$ cat src/rtl/fetch_unit_if.sv
// Fetch-stage bus bundle: redirect input, instruction-memory req/ack and decode valid/ready.
// master = fetch unit side, slave = memory/decode/redirect source side.
interface fetch_unit_if;
    logic        redirect_valid;
    logic [31:0] redirect_addr;
    logic        mem_req;
    logic [31:0] mem_addr;
    logic        mem_ack;
    logic [31:0] mem_rdata;
    logic        out_valid;
    logic        out_ready;
    logic [31:0] out_instr;
    logic [31:0] out_pc;
    logic        fault;

    modport master (
        input  redirect_valid, redirect_addr, mem_ack, mem_rdata, out_ready,
        output mem_req, mem_addr, out_valid, out_instr, out_pc, fault
    );

    modport slave (
        output redirect_valid, redirect_addr, mem_ack, mem_rdata, out_ready,
        input  mem_req, mem_addr, out_valid, out_instr, out_pc, fault
    );
endinterface

$ cat src/rtl/fetch_unit.sv
// Instruction fetch stage: PC register, one-outstanding word fetch, single-entry
// output holding register toward decode, and redirect/fault handling.

module mux2 #(
    parameter int W = 32
) (
    input  logic         sel,
    input  logic [W-1:0] a,
    input  logic [W-1:0] b,
    output logic [W-1:0] y
);
    assign y = sel ? b : a;
endmodule

// state | meaning
// START | one idle cycle after reset; redirect may still be applied
// FETCH | mem_req high at pc, waiting for mem_ack
// HOLD  | instruction presented to decode, waiting for out_ready
// FAULT | misaligned redirect seen; parked until an aligned redirect
module fetch_unit #(
    parameter logic [31:0] RESET_VECTOR = 32'h0000_0000
) (
    input  logic         clk,
    input  logic         reset,
    fetch_unit_if.master bus
);
    typedef enum logic [1:0] {START, FETCH, HOLD, FAULT} state_t;

    state_t      state;
    state_t      state_next;
    logic [31:0] pc;
    logic [31:0] pc_plus4;
    logic [31:0] target;
    logic [31:0] pc_next;
    logic        pend_valid;
    logic [31:0] pend_addr;
    logic [31:0] instr_q;
    logic [31:0] instr_pc_q;
    logic        target_misaligned;

    logic        pc_load;
    logic        use_target;
    logic        pend_set;
    logic        pend_clr;
    logic        out_load;

    assign pc_plus4 = pc + 32'd4;

    // A same-cycle redirect always beats a pending one (newest wins).
    mux2 #(.W(32)) u_target_mux (
        .sel (bus.redirect_valid),
        .a   (pend_addr),
        .b   (bus.redirect_addr),
        .y   (target)
    );

    mux2 #(.W(32)) u_pc_mux (
        .sel (use_target),
        .a   (pc_plus4),
        .b   (target),
        .y   (pc_next)
    );

    assign target_misaligned = (target[1:0] != 2'b00);

    always_ff @(posedge clk) begin
        if (reset) begin
            state <= START;
        end else begin
            state <= state_next;
        end
    end

    always_comb begin
        state_next    = state;
        pc_load       = 1'b0;
        use_target    = 1'b0;
        pend_set      = 1'b0;
        pend_clr      = 1'b0;
        out_load      = 1'b0;
        bus.mem_req   = 1'b0;
        bus.out_valid = 1'b0;
        bus.fault     = 1'b0;
        bus.mem_addr  = {pc[31:2], 2'b00};
        bus.out_instr = instr_q;
        bus.out_pc    = instr_pc_q;

        unique case (state)
            START: begin
                // Any mem_ack here belongs to a request abandoned by reset.
                if (bus.redirect_valid) begin
                    if (target_misaligned) begin
                        state_next = FAULT;
                    end else begin
                        pc_load    = 1'b1;
                        use_target = 1'b1;
                        state_next = FETCH;
                    end
                end else begin
                    state_next = FETCH;
                end
            end
            FETCH: begin
                bus.mem_req = 1'b1;
                if (bus.mem_ack) begin
                    pend_clr = 1'b1;
                    if (bus.redirect_valid || pend_valid) begin
                        if (target_misaligned) begin
                            state_next = FAULT;
                        end else begin
                            pc_load    = 1'b1;
                            use_target = 1'b1;
                        end
                    end else begin
                        out_load   = 1'b1;
                        pc_load    = 1'b1;
                        state_next = HOLD;
                    end
                end else if (bus.redirect_valid) begin
                    pend_set = 1'b1;
                end
            end
            HOLD: begin
                bus.out_valid = 1'b1;
                if (bus.redirect_valid) begin
                    if (target_misaligned) begin
                        state_next = FAULT;
                    end else begin
                        pc_load    = 1'b1;
                        use_target = 1'b1;
                        state_next = FETCH;
                    end
                end else if (bus.out_ready) begin
                    state_next = FETCH;
                end
            end
            FAULT: begin
                bus.fault = 1'b1;
                if (bus.redirect_valid && !target_misaligned) begin
                    pc_load    = 1'b1;
                    use_target = 1'b1;
                    state_next = FETCH;
                end
            end
            default: state_next = START;
        endcase
    end

    always_ff @(posedge clk) begin
        if (reset) begin
            pc         <= RESET_VECTOR;
            pend_valid <= 1'b0;
            pend_addr  <= 32'h0;
            instr_q    <= 32'h0;
            instr_pc_q <= 32'h0;
        end else begin
            if (pc_load) begin
                pc <= pc_next;
            end
            if (pend_clr) begin
                pend_valid <= 1'b0;
            end else if (pend_set) begin
                pend_valid <= 1'b1;
                pend_addr  <= bus.redirect_addr;
            end
            if (out_load) begin
                instr_q    <= bus.mem_rdata;
                instr_pc_q <= pc;
            end
        end
    end

`ifdef FORMAL
    a_addr_stable: assert property (@(posedge clk) disable iff (reset)
        (bus.mem_req && !bus.mem_ack) |=> $stable(bus.mem_addr));
    a_out_stable: assert property (@(posedge clk) disable iff (reset)
        (bus.out_valid && !bus.out_ready) |=> ($stable(bus.out_instr) && $stable(bus.out_pc)));
    a_fault_quiet: assert property (@(posedge clk) disable iff (reset)
        bus.fault |-> (!bus.mem_req && !bus.out_valid));
    a_req_xor_valid: assert property (@(posedge clk) disable iff (reset)
        !(bus.mem_req && bus.out_valid));
`endif
endmodule

$ cat src/flat_wrapper.sv
// flat-port wrapper written by rule: the top's interface ports become plain ports
module fetch_unit_flat 
#(
    parameter logic [31:0] RESET_VECTOR = 32'h0000_0000
)
  (clk, reset, bus_redirect_valid, bus_redirect_addr, bus_mem_ack, bus_mem_rdata, bus_out_ready, bus_mem_req, bus_mem_addr, bus_out_valid, bus_out_instr, bus_out_pc, bus_fault);
  fetch_unit_if bus_i ();
  input  logic clk;
  input  logic reset;
  input wire logic [$bits(bus_i.redirect_valid)-1:0] bus_redirect_valid;
  input wire logic [$bits(bus_i.redirect_addr)-1:0] bus_redirect_addr;
  input wire logic [$bits(bus_i.mem_ack)-1:0] bus_mem_ack;
  input wire logic [$bits(bus_i.mem_rdata)-1:0] bus_mem_rdata;
  input wire logic [$bits(bus_i.out_ready)-1:0] bus_out_ready;
  output wire logic [$bits(bus_i.mem_req)-1:0] bus_mem_req;
  output wire logic [$bits(bus_i.mem_addr)-1:0] bus_mem_addr;
  output wire logic [$bits(bus_i.out_valid)-1:0] bus_out_valid;
  output wire logic [$bits(bus_i.out_instr)-1:0] bus_out_instr;
  output wire logic [$bits(bus_i.out_pc)-1:0] bus_out_pc;
  output wire logic [$bits(bus_i.fault)-1:0] bus_fault;
  assign bus_i.redirect_valid = bus_redirect_valid;
  assign bus_i.redirect_addr = bus_redirect_addr;
  assign bus_i.mem_ack = bus_mem_ack;
  assign bus_i.mem_rdata = bus_mem_rdata;
  assign bus_i.out_ready = bus_out_ready;
  assign bus_mem_req = bus_i.mem_req;
  assign bus_mem_addr = bus_i.mem_addr;
  assign bus_out_valid = bus_i.out_valid;
  assign bus_out_instr = bus_i.out_instr;
  assign bus_out_pc = bus_i.out_pc;
  assign bus_fault = bus_i.fault;
  fetch_unit #(.RESET_VECTOR(RESET_VECTOR)) u_core (.clk(clk), .reset(reset), .bus(bus_i));
endmodule
$ cat config.mk
export PLATFORM = sky130hd
export DESIGN_NAME = fetch_unit_flat
export DESIGN_NICKNAME = d
export VERILOG_FILES = /design/src/rtl/fetch_unit_if.sv /design/src/rtl/fetch_unit.sv /design/src/flat_wrapper.sv
export SDC_FILE = /design/constraint.sdc
export NUM_CORES = 1
export LEC_CHECK = 0
export CELL_PAD_IN_SITES_DETAIL_PLACEMENT = 1
export CELL_PAD_IN_SITES_GLOBAL_PLACEMENT = 2
export CORE_ASPECT_RATIO = 0.8
export CORE_MARGIN = 8
export CORE_UTILIZATION = 27
export CTS_CLUSTER_SIZE = 24
export DETAILED_ROUTE_END_ITERATION = 12
export PLACE_DENSITY_LB_ADDON = 0.1
export SLEW_MARGIN = 30
export SYNTH_ARGS = -nofsm -noshare
export SYNTH_HDL_FRONTEND = slang
export SYNTH_SLANG_ARGS = --single-unit
$ cat constraint.sdc
create_clock -name clk -period 2.4 [get_ports clk]
set_clock_uncertainty 0.05 [all_clocks]
set_input_delay 0.72 -clock clk [delete_from_list [all_inputs] [get_ports clk]]
set_output_delay 0.72 -clock clk [all_outputs]
set_load 0.05 [all_outputs]
---- Yosys cells after proc, flatten, opt, wreduce, memory -nomap -nowiden ----
Index checks and enable logic that the tools add are counted.
storage, ports and cells
  flip-flop bits (word level) ............. 131
  input port bits ......................... 69
  output and inout bits ................... 99
operators by class
  multiplexer cells ....................... 31
  eq/ne operators ......................... 7
  bitwise operators ....................... 1
  add/subtract/negate cells ............... 1
  reduce and logical (&&, ||, !) cells .... 9
operators with widths
  cell                                            count
  two-way mux 32 bit                              2
  adder 32 x 3 -> 32 bit (second input constant)  1
  two-way mux 1 bit                               18
  two-way mux 2 bit                               8
  one-hot mux 2 bit (4 select lines)              1
  one-hot mux 1 bit (3 select lines)              2
  == test 2 bit (second input constant)           2
  AND reduction 4 bit                             1
  OR reduction 2 bit                              2
  != test 3 x 2 -> 1 bit (second input constant)  1
  != test 3 bit (second input constant)           1
  == test 2 x 1 -> 1 bit (second input constant)  1
  zero test 2 bit                                 1
  != test 2 x 1 -> 1 bit (second input constant)  1
  != test 2 bit (second input constant)           1
  AND reduction 2 bit                             1
  nonzero test 2 bit                              1
  logical AND 1 bit                               1
  zero test 1 bit                                 1
  logical OR 1 bit                                1
  inverter 1 bit                                  1

---- Logic depth before layout (Yosys ltp) ----
Gate-level depths: netlist of the first run.
  depth in word-level cells ............... 7
  depth in mapped cells ................... 8

---- Modules after synthesis ----
Synthesis of the first run repeated with hierarchy kept, for this count alone.
unflattened totals
  cells, all modules ...................... 732
  area total of the unflattened synthesis .. 6508.7 um2
by module, submodules not included
  module      sequential area each (um2)  area each (um2)  cells an instance  times used
  fetch_unit  2622.5                      5420.2           660                1
  mux2        0.0                         544.3            36                 2

---- Worst setup path after synthesis of the first run ----
Ideal clock, no wire load.
  path kind ............................... input to register
  start point ............................. input port bus_redirect_valid
  end point ............................... register u_core.pc[18]
  arrival ................................. 2.132 ns
  data required time ...................... 2.234 ns
  path slack .............................. 0.102 ns
  cell stages on the path ................. 8
  path through ............................ buf_2 > nor3b_2 > o211ai_2 > and2_1 > buf_2 > clkbuf_1 > nand4_1 > o211a_1
between the ends
  cells in the longest elaborated chain, start to end .. 7
ends and longest elaborated chain
  what                                                    RTL line                              RTL
  start, declared                                         flat_wrapper.sv:10                    input wire logic [$bits(bus_i.redirect_valid)-1:0] bus_redirect_valid;
  two-way mux 32 bit                                      fetch_unit.sv:12                      assign y = sel ? b : a;
  nonzero test 2 bit                                      fetch_unit.sv:64                      assign target_misaligned = (target[1:0] != 2'b00);
  two-way mux 1 bit or zero test 1 bit (tied branches)    -
  two-way mux 1 bit or logical AND 1 bit (tied branches)  fetch_unit.sv:107, fetch_unit.sv:139
  two-way mux 1 bit (on tied branches)                    fetch_unit.sv:105, fetch_unit.sv:139
  one-hot mux 1 bit (3 select lines)                      fetch_unit.sv:88                      unique case (state)
  two-way mux 32 bit                                      fetch_unit.sv:12
  end signal, assigned                                    fetch_unit.sv:158                     pc <= pc_next;
  end, declared                                           fetch_unit.sv:31                      logic [31:0] pc;
Parallel ways exist; a longest one is shown, timed or not.
A chain may end at the register's enable or synchronous reset.

---- Worst setup path in the final report of the first run ----
  start point ............................. register u_core.instr_pc_q[24], in the netlist u_core.bus.out_pc[24]
  end point ............................... output port bus_out_pc[24]
RTL lines
  what                    RTL line            RTL
  start, declared         fetch_unit.sv:38    logic [31:0] instr_pc_q;
  start signal, assigned  fetch_unit.sv:168   instr_pc_q <= pc;
  end, declared           flat_wrapper.sv:19  output wire logic [$bits(bus_i.out_pc)-1:0] bus_out_pc;
No word-level cell between the ends.

==> results of run 1 <==
## sequential cells by signal, indices dropped and copies added (netlist names)
| signal | count |
|---|---|
| u_core.bus.out_pc | 32 |
| u_core.pend_addr | 32 |
| u_core.bus.out_instr | 32 |
| u_core.pend_valid | 1 |
| u_core.pc | 32 |
| u_core.state | 2 |
## metal layers
layer,global-route usage (%),vias to the layer above,part of all wire (%)
met4,4.464,0,0.50
met2,24.05,162,43
met1,23.37,2963,50
met3,4.416,10,6.0
li1,-,2968,-
met5,0,-,0
## cell type report
cell class,count,area (um2)
Multi-Input combinational cell,537,2900
Clock inverter,14,186.4
Tap cell,306,382.9
Fill cell,2663,13430
Sequential cell,131,2624
Clock buffer,18,429.2
Timing Repair Buffer,230,2182
Inverter,16,60.06
## power breakdown
group          internal, W  switching (W)  total [W]
clock              0.00173        0.00101    0.00275
combinational     0.000324       0.000472   0.000796
sequential         0.00223      0.0000493    0.00228
total              0.00429        0.00153    0.00583
## final timing paths
path | startpoint | end
min reg2reg | u_core.pend_addr[21]$_SDFFE_PP0P_ | u_core.pend_addr[21]$_SDFFE_PP0P_
max reg2reg | u_core.pc[18]$_SDFFE_PP0P_ | u_core.pc[28]$_SDFFE_PP0P_
max | u_core.bus.out_pc[24]$_SDFFE_PP0P_ | bus_out_pc[24]
min | u_core.pend_addr[21]$_SDFFE_PP0P_ | u_core.pend_addr[21]$_SDFFE_PP0P_
## worst register-to-register path, cell delays in order (launching register included)
cell,delay (ns)
dfxtp_1,0.46
and3_4,0.27
nand4_1,0.20
or3_1,0.55
or4_1,0.44
a31oi_1,0.18
## through the flow
step                instance area [um2]  instances  power, W
floorplan                          6030        773  0.002768
global placement                   8107       1220  0.003119
detailed placement                 8107       1220  0.003133
CTS                                8722       1252  0.005912
global route                       8765       1252  0.006071
finish                             8765       1252  0.005826
## cells in the final DEF (no fill, tap or decap), drive strengths merged, types with 3 or more instances in the layout
| master | instances |
|---|---|
| nand2 | 217 |
| a21oi | 132 |
| dfxtp | 131 |
| clkdlybuf4s50 | 115 |
| buf | 101 |
| clkbuf | 18 |
| nor2 | 17 |
| inv | 17 |
| mux2i | 16 |
| dlymetal6s2s | 14 |
| nand4 | 13 |
| nand3 | 13 |
| a31oi | 11 |
| mux2 | 10 |
| o32ai | 10 |
| a211oi | 7 |
| and3 | 7 |
| clkinv | 7 |
| and2 | 6 |
| o21a | 6 |
| a22oi | 6 |
| o211ai | 6 |
| nor2b | 5 |
| or3 | 5 |
| bufinv | 4 |
| or4 | 4 |
| nor4 | 4 |
| o21ai | 3 |
| a221oi | 3 |
| and4 | 3 |
| o32a | 3 |
## cell families (layout without fill, tap and decap cells)
logic type,count (synthesis),in the layout
adder cells (fa/ha/maj),1,1
buffers and inverters,105,278
AO/OA/AOI/OAI,205,205
AND/OR/NAND/NOR,303,303
multiplexers,26,26
other,1,2
flip-flops,131,131
==> reports/metrics.csv, run 1 <==
metric,value,unit
status,"complete, no violations",
dr_total_vias,6103,
overflow,0,
clock_latency,0.42,ns
drtIter0Drc,312,
die_w,183.0,um
yosysTopAreaCellShare,43.52,%
synth-xor-area-share,0,%
grt_pass1_wl,35470,um
hold_viol,0,
r2r_slack,0.17,ns
area_growth,45.45,%
cts_sinks,131,
fmax,422.5,MHz
dp_slack,-0.2820,ns
cap_violations,0,
worstHoldPathCells,2,
setup_ws,0.03339,ns
tns,0,ns
worst-path-buf-inv,1,
gp_congestion,0.7954,
yosysWarnings,0,
synthSimpleGateAreaFrac,22.20,%
cpPeakStageDelay,0.83,ns
cts_buffer_depth,2,
final_util,39.49,%
post_drt_wl_per_cell,18.15,um
drv_slew,0,
synth.largest_area_cell,dfxtp_1,
grt_pass1_vias,6253,
drive_above_1_share,16.91,%
htree_levels,4,
synthesis.area,0.006026,mm2
slew_headroom,62.93,%
antenna_cells,0,
period_share,98.61,%
post_cts_buffers,0,
synth-seq-cells,131,
slowest_stage,clkdlybuf4s50_1,
async_flop_share,0,%
io_buffers,165,
worst_pin_slew,0.5551,ns
first_pass_iters,4,
holdBufCountCts,0,
synth_edf_count,0,
rsz0062_at_grt,false,
dp_hpwl,17100,um
start_kind,flop,
cts_tree,done,
cts_resized,0,
leakage,3.358,nW
r2r_cells,5,
antenna_found_initial,0,
synthTopCellsByCount,"217 x nand2_1, 132 x a21oi_1, 131 x dfxtp_1",
setup_viol,0,
cts_buffers,17,
grt.total_usage,16.45,%
hold_class,flop to flop,
cp_max_fo,2,
synth_top_family_by_area,simple AND/OR/NAND/NOR gates,
cts_root_buf,clkbuf_16,
route.detailed.drc,0,
worst-path-stages,1,
yosysMostFrequentCell,nand2_1,
clkTransAtPathRegs,0.06,ns
cp_cell_sequence,clkdlybuf4s50_1,
syn_avg_cell_area,7.805,um2
period_needed,2.367,ns
cellPowerDensity,664.7,mW/mm2
nets,1003,
coreArea,0.02219,mm2
viasPerCell,4.875,
grt_max_degree,68,
synth_cells,772,
yosysSeqAreaShare,43.52,%
vdd_ir_drop_max,0.3914,mV
synthMuxAreaShare,4.527,%
cp-end-kind,primary output,
ios,168,
synth_area_leaders,"dfxtp_1 44%, nand2_1 14%, a21oi_1 11%",
dieHeight,149.6,um
critPathRequiredTime,1.63,ns
start_util,27.15,%
path_class,flop to primary output,
crit_arrival,1.60,ns
wl,22720,um
synth_compound_area_share,20.60,%
synth_fa_ha_area_share,0.2076,%
ant_nets,0,
hold_ws,0.4007,ns
rows,49,
path_delay_family,buffers and inverters,
dieArea,0.02738,mm2
ys_types,60,
synth_ff_type,dfxtp_1,
Note: power is estimated with default switching activity, not from simulation.
==> run 2, diff against run 1 <==
--- a/config.mk
+++ b/config.mk
@@ -11,3 +11,3 @@
 export CORE_MARGIN = 8
-export CORE_UTILIZATION = 27
+export CORE_UTILIZATION = 25
 export CTS_CLUSTER_SIZE = 24
--- a/constraint.sdc
+++ b/constraint.sdc
@@ -4,2 +4,2 @@
 set_output_delay 0.72 -clock clk [all_outputs]
-set_load 0.05 [all_outputs]
+set_load 0.02 [all_outputs]
==> reports/metrics.csv, run 2 (synthesis gave the netlist of run 1 again) <==
metric,value,unit,change
final_cell_mix,"217 x nand2_1, 149 x clkdlybuf4s50_1, 132 x a21oi_1, 128 x dfxtp_1, 56 x buf_4",,
rsz0062_at_grt,false,,
start_util,25.62,%,-1.5 points
period_needed,2.351,ns,-0.01576 ns
antenna_found_initial,0,,unchanged
p_int,0.004410,W,+2.8%
antenna_cells,0,,unchanged
hold_class,flop to flop,,
clkTransAtPathRegs,0.06,ns,about the same
gp_congestion,0.7851,,-1.3%
period_share,97.95,%,-0.66 points
route.detailed.drc,0,,unchanged
ant_nets,0,,unchanged
seq_area,0.002626,mm2,about the same
setup_viol,0,,unchanged
vdd_ir_drop_max,0.4009,mV,+2.4%
coreArea,0.02352,mm2,+6.0%
cellPowerDensity,667.8,mW/mm2,+0.46%
cts_buffers,17,,unchanged
io_buffers,165,,unchanged
nets,1000,,-0.30%
ios,168,,unchanged
cp-end-kind,primary output,,
grt_max_degree,70,,+2.9%
grt_pass1_vias,6365,,+1.8%
multi_input_area,0.002907,mm2,+0.22%
design_area,0.008837,mm2,+0.83%
post_drt_wl_per_cell,18.66,um,+2.9%
dp_hpwl,17600,um,+2.9%
cap_violations,0,,unchanged
viasPerCell,4.773,,-2.1%
hold_viol,0,,unchanged
place_area,0.008164,mm2,+0.71%
first_pass_iters,4,,unchanged
drive_above_1_share,13.36,%,-3.6 points
area_growth,46.66,%,
drv_slew,0,,unchanged
dieHeight,154.9,um,+3.5%
switchingPower,0.001491,W,-2.8%
cts_sinks,131,,unchanged
start_kind,flop,,
dieArea,0.02936,mm2,+7.2%
path_class,flop to primary output,,
drtIter0Drc,335,,+7.4%
final_util,37.57,%,-1.9 points
dr_total_vias,5990,,-1.9%
grt_pass1_wl,37030,um,+4.4%
rows,50,,+2.0%
fmax,425.4,MHz,+0.67%
cts_tree,done,,
p_comb_share,11.7,%,-2.0 points
fill_cells,2774,,+4.2%
clock_latency,0.43,ns,about the same
die_w,189.6,um,+3.6%
switching_share,25.27,%,-1.1 points
critPathRequiredTime,1.63,ns,about the same
status,"complete, no violations",,
overflow,0,,unchanged
htree_levels,4,,unchanged
final_common_cell,nand2_1,,
holdBufCountCts,0,,unchanged
crit_arrival,1.58,ns,-0.02 ns
wl,23420,um,+3.1%
cp_max_fo,5,,+3
grt.total_usage,15.90,%,-0.56 points
leakage,3.170,nW,-5.6%
p_seq_share,38.8,%,-0.4 points
cts_buffer_depth,2,,unchanged
p_clk_share,49.5,%,+2.4 points
cts_root_buf,clkbuf_16,,
run 2: through the flow:
stage	power (W)	hold WS (ns)	setup TNS [ns]	setup slack, ns	instances
after floorplan	0.002668	0.3774	0	0.1015	773
after global placement	0.003022	0.3890	-4.930	-0.3703	1223
after detailed placement	0.003038	0.3958	-7.196	-0.3837	1223
after CTS	0.006003	0.4044	0	0.002044	1255
after global routing	0.006144	0.4208	0	0.0007401	1255
final	0.005902	0.4027	0	0.04915	1255
run 2: worst max-delay path, stage by stage, from the launching register on:
cell	delay, ns
dfxtp_1	0.38
buf_4	0.17
clkdlybuf4s50_1	0.61
run 2: path summary, 6_finish.rpt:
check                                      from                            endpoint  slack (ns)  cells after the start
max                  u_core.pc[12]$_SDFFE_PP0P_                    bus_mem_addr[12]        0.05                      2
min          u_core.bus.out_pc[24]$_SDFFE_PP0P_  u_core.bus.out_pc[24]$_SDFFE_PP0P_        0.40                      2
max reg2reg           u_core.pc[3]$_SDFFE_PP0P_          u_core.pc[28]$_SDFFE_PP0P_        0.16                      6
min reg2reg  u_core.bus.out_pc[24]$_SDFFE_PP0P_  u_core.bus.out_pc[24]$_SDFFE_PP0P_        0.40                      2
run 2: routing by layer:
layer	track usage, %	wire length [um]
met5	0	0
met4	3.865	170
met3	4.155	1162
met2	23.46	10100
met1	22.60	11990
run 2: final cells by class:
class	instances	area share (%)
Inverter	16	0.6796
Clock inverter	15	2.563
Clock buffer	17	4.814
Sequential cell	131	29.72
Multi-Input combinational cell	537	32.89
Tap cell	312	4.417
Timing Repair Buffer	227	24.92
run 2: repair_timing:
action,in CTS,in global routing
gates resized for setup,11,8
setup buffers,0,0
endpoints found under the hold margin,0,0
setup endpoints to repair,10,8
run 2: power groups by stage:
stage | registers (W) | logic (W) | clock network (W)
after floorplan | 0.00235 | 0.000322 | 0
after global placement | 0.00233 | 0.000690 | 0
after detailed placement | 0.00234 | 0.000701 | 0
after CTS | 0.00229 | 0.000701 | 0.00302
after global routing | 0.00229 | 0.000751 | 0.00310
final | 0.00229 | 0.000691 | 0.00292
